### config.mk
export PLATFORM = sky130hd
export DESIGN_NAME = store_merge_unit
export DESIGN_NICKNAME = d
export VERILOG_FILES = /design/src/rtl/store_merge_unit.sv
export SDC_FILE = /design/constraint.sdc
export NUM_CORES = 1
export LEC_CHECK = 0
export CAP_MARGIN = 30
export CELL_PAD_IN_SITES_DETAIL_PLACEMENT = 1
export CELL_PAD_IN_SITES_GLOBAL_PLACEMENT = 1
export CORE_MARGIN = 10
export CORE_UTILIZATION = 34
export CTS_CLUSTER_DIAMETER = 150
export CTS_CLUSTER_SIZE = 40
export DETAILED_ROUTE_END_ITERATION = 10
export GPL_TIMING_DRIVEN = 0
export PLACE_DENSITY = 0.92
export SYNTH_ARGS = -nofsm -noshare
export SYNTH_HDL_FRONTEND = slang
export SYNTH_SLANG_ARGS = --single-unit
### constraint.sdc
create_clock -name clk -period 2.3 [get_ports clk]
set_input_delay 0.345 -clock clk [delete_from_list [all_inputs] [get_ports clk]]
set_output_delay 0.345 -clock clk [all_outputs]
set_load 0.005 [all_outputs]
### src/rtl/store_merge_unit.sv
// store_merge_unit
//
// Performs sb/sh/sw/sd stores against a 64-bit doubleword data memory.
// An sd store is written straight through. A narrower store reads the
// containing doubleword, merges the new bytes at the byte offset, and
// writes the merged word back. A control unit talks to the block through
// a START/DONE handshake.
//
// Parameter:
//   MEM_RD_LAT  cycles from the MEM_RD cycle to valid MEM_RDATA (1..4)
//
// Ports:
//   clk         system clock, rising edge
//   reset       synchronous, active-high reset
//   START       request pulse, only looked at in IDLE
//   STORE_TYPE  00 sb, 01 sh, 10 sw, 11 sd
//   ADDR        byte address of the store
//   STORE_DATA  rs2 value; only the low store-width bytes are used
//   MEM_ADDR    doubleword-aligned address, 0 in IDLE
//   MEM_RD      one-cycle read strobe
//   MEM_WR      one-cycle write strobe
//   MEM_WDATA   merged doubleword, 0 outside WRITE
//   MEM_RDATA   memory read data
//   BUSY        high in every state except IDLE
//   DONE        one-cycle completion pulse
//   MISALIGN    valid with DONE
//
// Optional feature macro: STORE_MISALIGN_TRAP_EN
//   Defined:   misaligned sh/sw/sd complete at once with MISALIGN=1 and no
//              memory access.
//   Undefined: MISALIGN is tied 0 and the low address bits are truncated
//              to the natural alignment of the store width.

module store_merge_unit #(
  parameter int unsigned MEM_RD_LAT = 1
) (
  input  logic        clk,
  input  logic        reset,
  input  logic        START,
  input  logic [1:0]  STORE_TYPE,
  input  logic [63:0] ADDR,
  input  logic [63:0] STORE_DATA,
  output logic [63:0] MEM_ADDR,
  output logic        MEM_RD,
  output logic        MEM_WR,
  output logic [63:0] MEM_WDATA,
  input  logic [63:0] MEM_RDATA,
  output logic        BUSY,
  output logic        DONE,
  output logic        MISALIGN
);

  typedef enum logic [2:0] {
    S_IDLE,
    S_READ,
    S_WAIT,
    S_WRITE,
    S_DONE
  } state_e;

  localparam logic [2:0] LAST_WAIT = 3'(MEM_RD_LAT - 1);

  state_e      state_q;
  logic [63:0] mem_addr_q;
  logic        mem_rd_q;
  logic        mem_wr_q;
  logic [63:0] mem_wdata_q;
  logic        busy_q;
  logic        done_q;
  logic [2:0]  cnt_q;
  logic [63:0] sdata_q;
  logic [7:0]  be_q;

  logic [2:0]  off_d;
  logic [7:0]  be_base;
  logic [7:0]  be_d;
  logic [63:0] sdata_d;
  logic [63:0] byte_mask;
  logic [63:0] merge_d;
  logic        misalign_d;

  // The store data is pre-shifted into its byte lanes at START, together
  // with a byte-enable mask, so the merge after the read is a plain mux.
  // Truncating the offset to the store width gives natural alignment;
  // with the trap enabled, misaligned stores never reach the merge.
  always_comb begin
    off_d   = 3'b000;
    be_base = 8'h00;
    case (STORE_TYPE)
      2'b00: begin
        off_d   = ADDR[2:0];
        be_base = 8'h01;
      end
      2'b01: begin
        off_d   = {ADDR[2:1], 1'b0};
        be_base = 8'h03;
      end
      2'b10: begin
        off_d   = {ADDR[2], 2'b00};
        be_base = 8'h0F;
      end
      default: begin
        off_d   = 3'b000;
        be_base = 8'hFF;
      end
    endcase
    be_d    = be_base << off_d;
    sdata_d = STORE_DATA << {off_d, 3'b000};
  end

  // Enabled bytes come from the new data, all others from the read word.
  always_comb begin
    byte_mask = '0;
    for (int i = 0; i < 8; i++) begin
      byte_mask[8*i +: 8] = {8{be_q[i]}};
    end
    merge_d = (sdata_q & byte_mask) | (MEM_RDATA & ~byte_mask);
  end

`ifdef STORE_MISALIGN_TRAP_EN
  logic misalign_q;

  always_comb begin
    case (STORE_TYPE)
      2'b01:   misalign_d = ADDR[0];
      2'b10:   misalign_d = |ADDR[1:0];
      2'b11:   misalign_d = |ADDR[2:0];
      default: misalign_d = 1'b0;
    endcase
  end

  assign MISALIGN = misalign_q;
`else
  assign misalign_d = 1'b0;
  assign MISALIGN   = 1'b0;
`endif

  // Single FSM register block. Every output is a register that is loaded
  // on the edge entering the state it belongs to, so the strobes line up
  // exactly with the state. One-cycle strobes default low each cycle.
  always_ff @(posedge clk) begin
    if (reset) begin
      state_q     <= S_IDLE;
      mem_addr_q  <= '0;
      mem_rd_q    <= 1'b0;
      mem_wr_q    <= 1'b0;
      mem_wdata_q <= '0;
      busy_q      <= 1'b0;
      done_q      <= 1'b0;
      cnt_q       <= '0;
      sdata_q     <= '0;
      be_q        <= '0;
`ifdef STORE_MISALIGN_TRAP_EN
      misalign_q  <= 1'b0;
`endif
    end else begin
      mem_rd_q    <= 1'b0;
      mem_wr_q    <= 1'b0;
      mem_wdata_q <= '0;
      done_q      <= 1'b0;
`ifdef STORE_MISALIGN_TRAP_EN
      misalign_q  <= 1'b0;
`endif
      case (state_q)
        S_IDLE: begin
          if (START) begin
            mem_addr_q <= {ADDR[63:3], 3'b000};
            sdata_q    <= sdata_d;
            be_q       <= be_d;
            busy_q     <= 1'b1;
            if (misalign_d) begin
              state_q    <= S_DONE;
              done_q     <= 1'b1;
`ifdef STORE_MISALIGN_TRAP_EN
              misalign_q <= 1'b1;
`endif
            end else if (STORE_TYPE == 2'b11) begin
              state_q     <= S_WRITE;
              mem_wr_q    <= 1'b1;
              mem_wdata_q <= STORE_DATA;
            end else begin
              state_q  <= S_READ;
              mem_rd_q <= 1'b1;
            end
          end
        end
        S_READ: begin
          state_q <= S_WAIT;
          cnt_q   <= '0;
        end
        S_WAIT: begin
          // Read data is valid in the last wait cycle and is merged
          // straight into the write-data register.
          if (cnt_q == LAST_WAIT) begin
            state_q     <= S_WRITE;
            mem_wr_q    <= 1'b1;
            mem_wdata_q <= merge_d;
          end else begin
            cnt_q <= cnt_q + 3'd1;
          end
        end
        S_WRITE: begin
          state_q <= S_DONE;
          done_q  <= 1'b1;
        end
        S_DONE: begin
          state_q    <= S_IDLE;
          busy_q     <= 1'b0;
          mem_addr_q <= '0;
        end
        default: begin
          state_q    <= S_IDLE;
          busy_q     <= 1'b0;
          mem_addr_q <= '0;
        end
      endcase
    end
  end

  assign MEM_ADDR  = mem_addr_q;
  assign MEM_RD    = mem_rd_q;
  assign MEM_WR    = mem_wr_q;
  assign MEM_WDATA = mem_wdata_q;
  assign BUSY      = busy_q;
  assign DONE      = done_q;

endmodule

### Word level (Yosys, flattened, before mapping)

Cells that the tools add are included.

* $add $sub $neg: 1
* bitwise operators: 7
* reduce and logical (&&, ||, !) cells: 10
* shift-type cells: 2
* multiplexer cells: 22
* equality and inequality tests: 9

Operators with widths (number)
* two-way mux 64 bit: 4
* case mux 64 bit (2 select lines): 2
* AND 64 bit: 2
* NOT 64 bit: 1
* OR 64 bit: 1
* left shift 64 x 6 -> 64 bit: 1
* case mux 8 bit (3 select lines): 1
* case mux 3 bit (4 select lines): 1
* two-way mux 3 bit: 3
* case mux 3 bit (3 select lines): 1
* AND reduction 2 bit: 4
* left shift 8 x 3 -> 8 bit: 1
* equality test 3 x 2 -> 1 bit, second input constant: 2
* zero test 3 bit: 2
* two-way mux 1 bit: 6
* inequality test 2 bit, second input constant: 3
* case mux 3 bit (2 select lines): 1
* OR reduction 3 bit: 2
* equality test 2 bit, second input constant: 2
* case mux 1 bit (2 select lines): 2
* adder 3 x 1 -> 3 bit, second input constant: 1
* equality test 3 x 1 -> 1 bit, second input constant: 1
* NOT 1 bit: 3
* equality test 2 x 1 -> 1 bit, second input constant: 1
* other kinds (3): 3

* register bits: 210
* word-level logic and storage cells: 61
* bits of input ports: 197
* output and inout bits: 133

### Depth between registers and ports, before layout

* depth after elaboration: 5
* gate-level depth with buffers: 9
* gate-level depth less buffers: 7

### Least setup slack after synthesis

Ideal clock, no wire load.

* path type: input to register
* start point: in STORE_TYPE[0]
* end point: reg sdata_q[24]
* setup time: 0.128 ns
* path buffers: 2
* stages on the path: 6
* setup slack: 0.524 ns
* required time: 2.172 ns
* arrival: 1.648 ns
* path through: buf_2 or4b_1 clkbuf_1 o221a_2 a22oi_1 nor2_1

* word-level cells in the longest chain between the ends: 3
* elaborated cells between the ends (all ways): 5

Ends and longest elaborated chain
* start, declared: RTL line 40 `input logic [1:0] STORE_TYPE,`
* equality test 2 bit (tied with other cells): RTL line 89 `case (STORE_TYPE)`
* case mux 3 bit (3 select lines) *: RTL line 89
* left shift 64 x 6 -> 64 bit *: RTL line 108 `sdata_d = STORE_DATA << {off_d, 3'b000};`
* end signal, assigned: RTL line 168 `sdata_q <= sdata_d;`
* end, declared: RTL line 71 `logic [63:0] sdata_q;`

Mark *: on every way between the ends. The rest lies on a longest branch, timed or not.
A chain may end at the register's enable or synchronous reset.

### Final worst setup path

* start point: in ADDR[0]
* end point: reg sdata_q[60]

* word-level cells in the longest chain between the ends: 2

Ends and longest elaborated chain
* start, declared: RTL line 41 `input logic [63:0] ADDR,`
* case mux 3 bit (3 select lines): RTL line 89
* left shift 64 x 6 -> 64 bit: RTL line 108

No other way between the ends.

==> metrics.yaml <==
setup-tns-final_ns: 0
place.port_buffers: 324
synth.ff_latch_count: 207
via_count: 9805
die_w_um: 186
grt_first_pass_wirelength_um: 68200
die-height_um: 186
floorplan.rows: 60
timing.final.max_slew_violations: 0
report.power.total_w: 0.00816
synthesis.area_per_instance_um2: 9.53
synth-edff-count: 0
vdd_drop_max_uv: 445
dr.first_iter.drc_count: 1023
path_clk_slew_ns: 0.15
reg2reg_setup_slack_ns: 0.16
grt_start_max_net_pins: 41
synth_warnings: 0
final_nets: 1521
drt_wl_total_um: 47400
critical_path.startpoint_type: "input port"
synthCells: 984
hold_violation_count_in_the_final_report: 0
cell_accounting_for_the_most_synthesized_area: "sky130_fd_sc_hd__dfxtp_1"
worst_setup_path_category: "input port to flip-flop"
placed_cells: 1652
cts_buffers: 9
tritoncts: "yes"
timing.slew.headroom: 0.426
boundaryPins: 330
number_of_antenna_violations_at_the_first_check_in_global_routing: 2
postSynth.topFlopCell: "sky130_fd_sc_hd__dfxtp_1"
hpwlAfterDp_um: 37100
placed_cell_area_mm2: 0.0131
min_period_over_period: 0.987
fp.coreArea_mm2: 0.0270
post_synthesis_share_of_cell_area_spent_on_xor_and_xnor_gates: 0
minimum_period_implied_by_the_final_worst_setup_slack_ns: 2.27
synthArstFlopShare: 0
synth_compound_gate_area_share: 0.260
yosysSeqAreaShare: 0.442
synthSimpleGateAreaFrac: 0.117
run_status: "completed"
stdcell_area_mm2: 0.0134
cts.hold.buffers_added: 0
power_frac_seq: 0.486
groute.usage.overall: 0.260
cts.root.buffer_cell: "sky130_fd_sc_hd__clkbuf_16"
p_int_w: 0.00565
post_synth_main_area_contributors: "sky130_fd_sc_hd__dfxtp_1 (44%), sky130_fd_sc_hd__a22oi_1 (8.5%), sky130_fd_sc_hd__mux2_2 (8.2%)"
synth.mux.area_fraction: 0.124
routed_via_count_divided_by_cell_count: 5.90
worst_slack_ns: 0.0304
worst_ep_required_time_ns: 2.70
hold_path_class: "input port to flip-flop"
grt.overflow.total: 0
grt_pass1_vias: 10325
worst_slew_pin_slew_ns: 0.856
share_clk_of_total_power: 0.241
fin_cells: 1663
layout-drive-gt1-share: 0.125
initial_utilization: 0.347
total_switching_power_w: 0.00252
tritoncts_sinks: 207
clock_skew_ns: 0.0567
synth_most_common_cell: "sky130_fd_sc_hd__dfxtp_1"
htreeDepth: 1
power_density_mw_per_mm2: 609
dieArea_mm2: 0.0346
detail_route.first_pass.iterations: 6
worst_setup_path_end_kind: "flip-flop"
synth_adder_area_share: 0.00267
synthDominantCellAreaShare: 0.442
synth_area_mm2: 0.00938
setup_failing_eps_final: 0
globalplace.congestion: 1.01
synthTopCellsByCount: "sky130_fd_sc_hd__dfxtp_1 (207), sky130_fd_sc_hd__nor2_1 (135), sky130_fd_sc_hd__a22oi_1 (106)"
power_switching_share: 0.308
power_leakage_nw: 4.95
drtAntennaViolNets: 0
setup_repair_after_global_routing_missed_its_margin: "no"
crit_fanout: 10
cts_max_path_buffers: 3
insertion_delay_ns: 0.50
area_growth_pct: 42.9
route.detailed.wl_per_inst_um: 28.5
remaining_drc_errors: 0
fmaxAchievable_mhz: 441
comb_power_share: 0.273
cp.arrival_ns: 2.67
synth_cell_type_count: 58
fillCellCount: 3070
drv_cap: 0
place_ws_ns: -0.599
combinational_family_with_the_most_area_after_synthesis: "compound AO/OA/AOI/OAI gates"
==> power by group through the flow <==
stage | Sequential, W | Clock (W) | Combinational [W]
after floorplan | 0.00402 | 0 | 0.000990
after global placement | 0.00402 | 0 | 0.00211
after detailed placement | 0.00404 | 0 | 0.00217
after CTS | 0.00396 | 0.00201 | 0.00219
after global routing | 0.00399 | 0.00213 | 0.00236
final | 0.00397 | 0.00196 | 0.00223
==> worst paths after layout <==
check / start / end / cells past startpoint
setup / recovery: ADDR[0] / sdata_q[60] / 7
hold / removal: ADDR[2] / be_q[5] / 4
setup reg to reg: state_q[1] / MEM_ADDR[17] / 6
hold reg to reg: BUSY / BUSY / 1
==> registers in the layout, indices dropped and copies added, names as in the netlist <==
signal and flops:
MEM_WR 1, state_q 3, MEM_WDATA 64, BUSY 1, sdata_q 64, DONE 1, cnt_q 3, MEM_RD 1
be_q 8, MEM_ADDR 61
==> what timing repair did <==
item                       CTS  global route
setup buffers                2             0
pin swaps                    1             0
setup endpoints to repair   58            72
gates resized for setup      4            16
==> cells by family after synthesis <==
kind of cell / Yosys count
flip-flops: 207
AO/OA/AOI/OAI: 320
buffers and inverters: 106
other: 1
adder cells (fa/ha/maj): 2
multiplexers: 103
AND/OR/NAND/NOR: 245
==> layer usage <==
| metal | vias up | global-route usage | wire (um) | share of wire |
|---|---|---|---|---|
| li1 | 4316 | - | - | - |
| met5 | - | 0 | 13 | 0.00027 |
| met2 | 596 | 0.430 | 21800 | 0.46 |
| met3 | 107 | 0.0721 | 5230 | 0.11 |
| met4 | 2 | 0.104 | 2080 | 0.044 |
| met1 | 4784 | 0.313 | 18300 | 0.39 |
==> worst max-delay path, stage by stage <==
cell	delay [ns]
sky130_fd_sc_hd__clkdlybuf4s50_1	0.65
sky130_fd_sc_hd__or3b_1	0.37
sky130_fd_sc_hd__buf_2	0.22
sky130_fd_sc_hd__mux2_2	0.35
sky130_fd_sc_hd__a2bb2oi_1	0.33
sky130_fd_sc_hd__o22ai_1	0.11
sky130_fd_sc_hd__a211oi_1	0.29
==> stage by stage <==
stage	hold WS, ns	util
2_1_floorplan	0.420	-
3_3_place_gp	0.432	0.483
3_5_place_dp	0.438	0.483
4_1_cts	0.366	0.494
5_1_grt	0.386	0.496
6_report	0.377	0.496
==> layout make-up <==
cell class | instances | area, um2 | area share
well taps | 341 | 427 | 0.0318
inverters | 8 | 30.0 | 0.00224
clock inverters | 1 | 30.0 | 0.00224
multi-input cells | 674 | 4790 | 0.358
repair buffers | 326 | 3270 | 0.244
plain buffers | 96 | 475 | 0.0355
clock buffers | 9 | 225 | 0.0168
flip-flops and latches | 207 | 4140 | 0.309
diodes | 1 | 2.50 | 0.000187
==> layout by cell type (no fill, tap or decap), types with 10 or more instances in the layout <==
cell type                         netlist  routed
sky130_fd_sc_hd__a211oi_1              11      10
sky130_fd_sc_hd__a21oi_1               32      32
sky130_fd_sc_hd__a22o_1                61      61
sky130_fd_sc_hd__a22oi_1              106     106
sky130_fd_sc_hd__a2bb2oi_1             26      25
sky130_fd_sc_hd__buf_2                 39      39
sky130_fd_sc_hd__buf_4                  9      10
sky130_fd_sc_hd__clkbuf_1              41      34
sky130_fd_sc_hd__clkdlybuf4s50_1        0     324
sky130_fd_sc_hd__dfxtp_1              207     207
sky130_fd_sc_hd__mux2_2                68      68
sky130_fd_sc_hd__mux2i_1               31      29
sky130_fd_sc_hd__nand2_1               60      60
sky130_fd_sc_hd__nor2_1               135     134
sky130_fd_sc_hd__nor3_1                10      10
sky130_fd_sc_hd__o21ai_0               12      12
sky130_fd_sc_hd__o221ai_1              13      13
(Power assumes the default switching activity.)
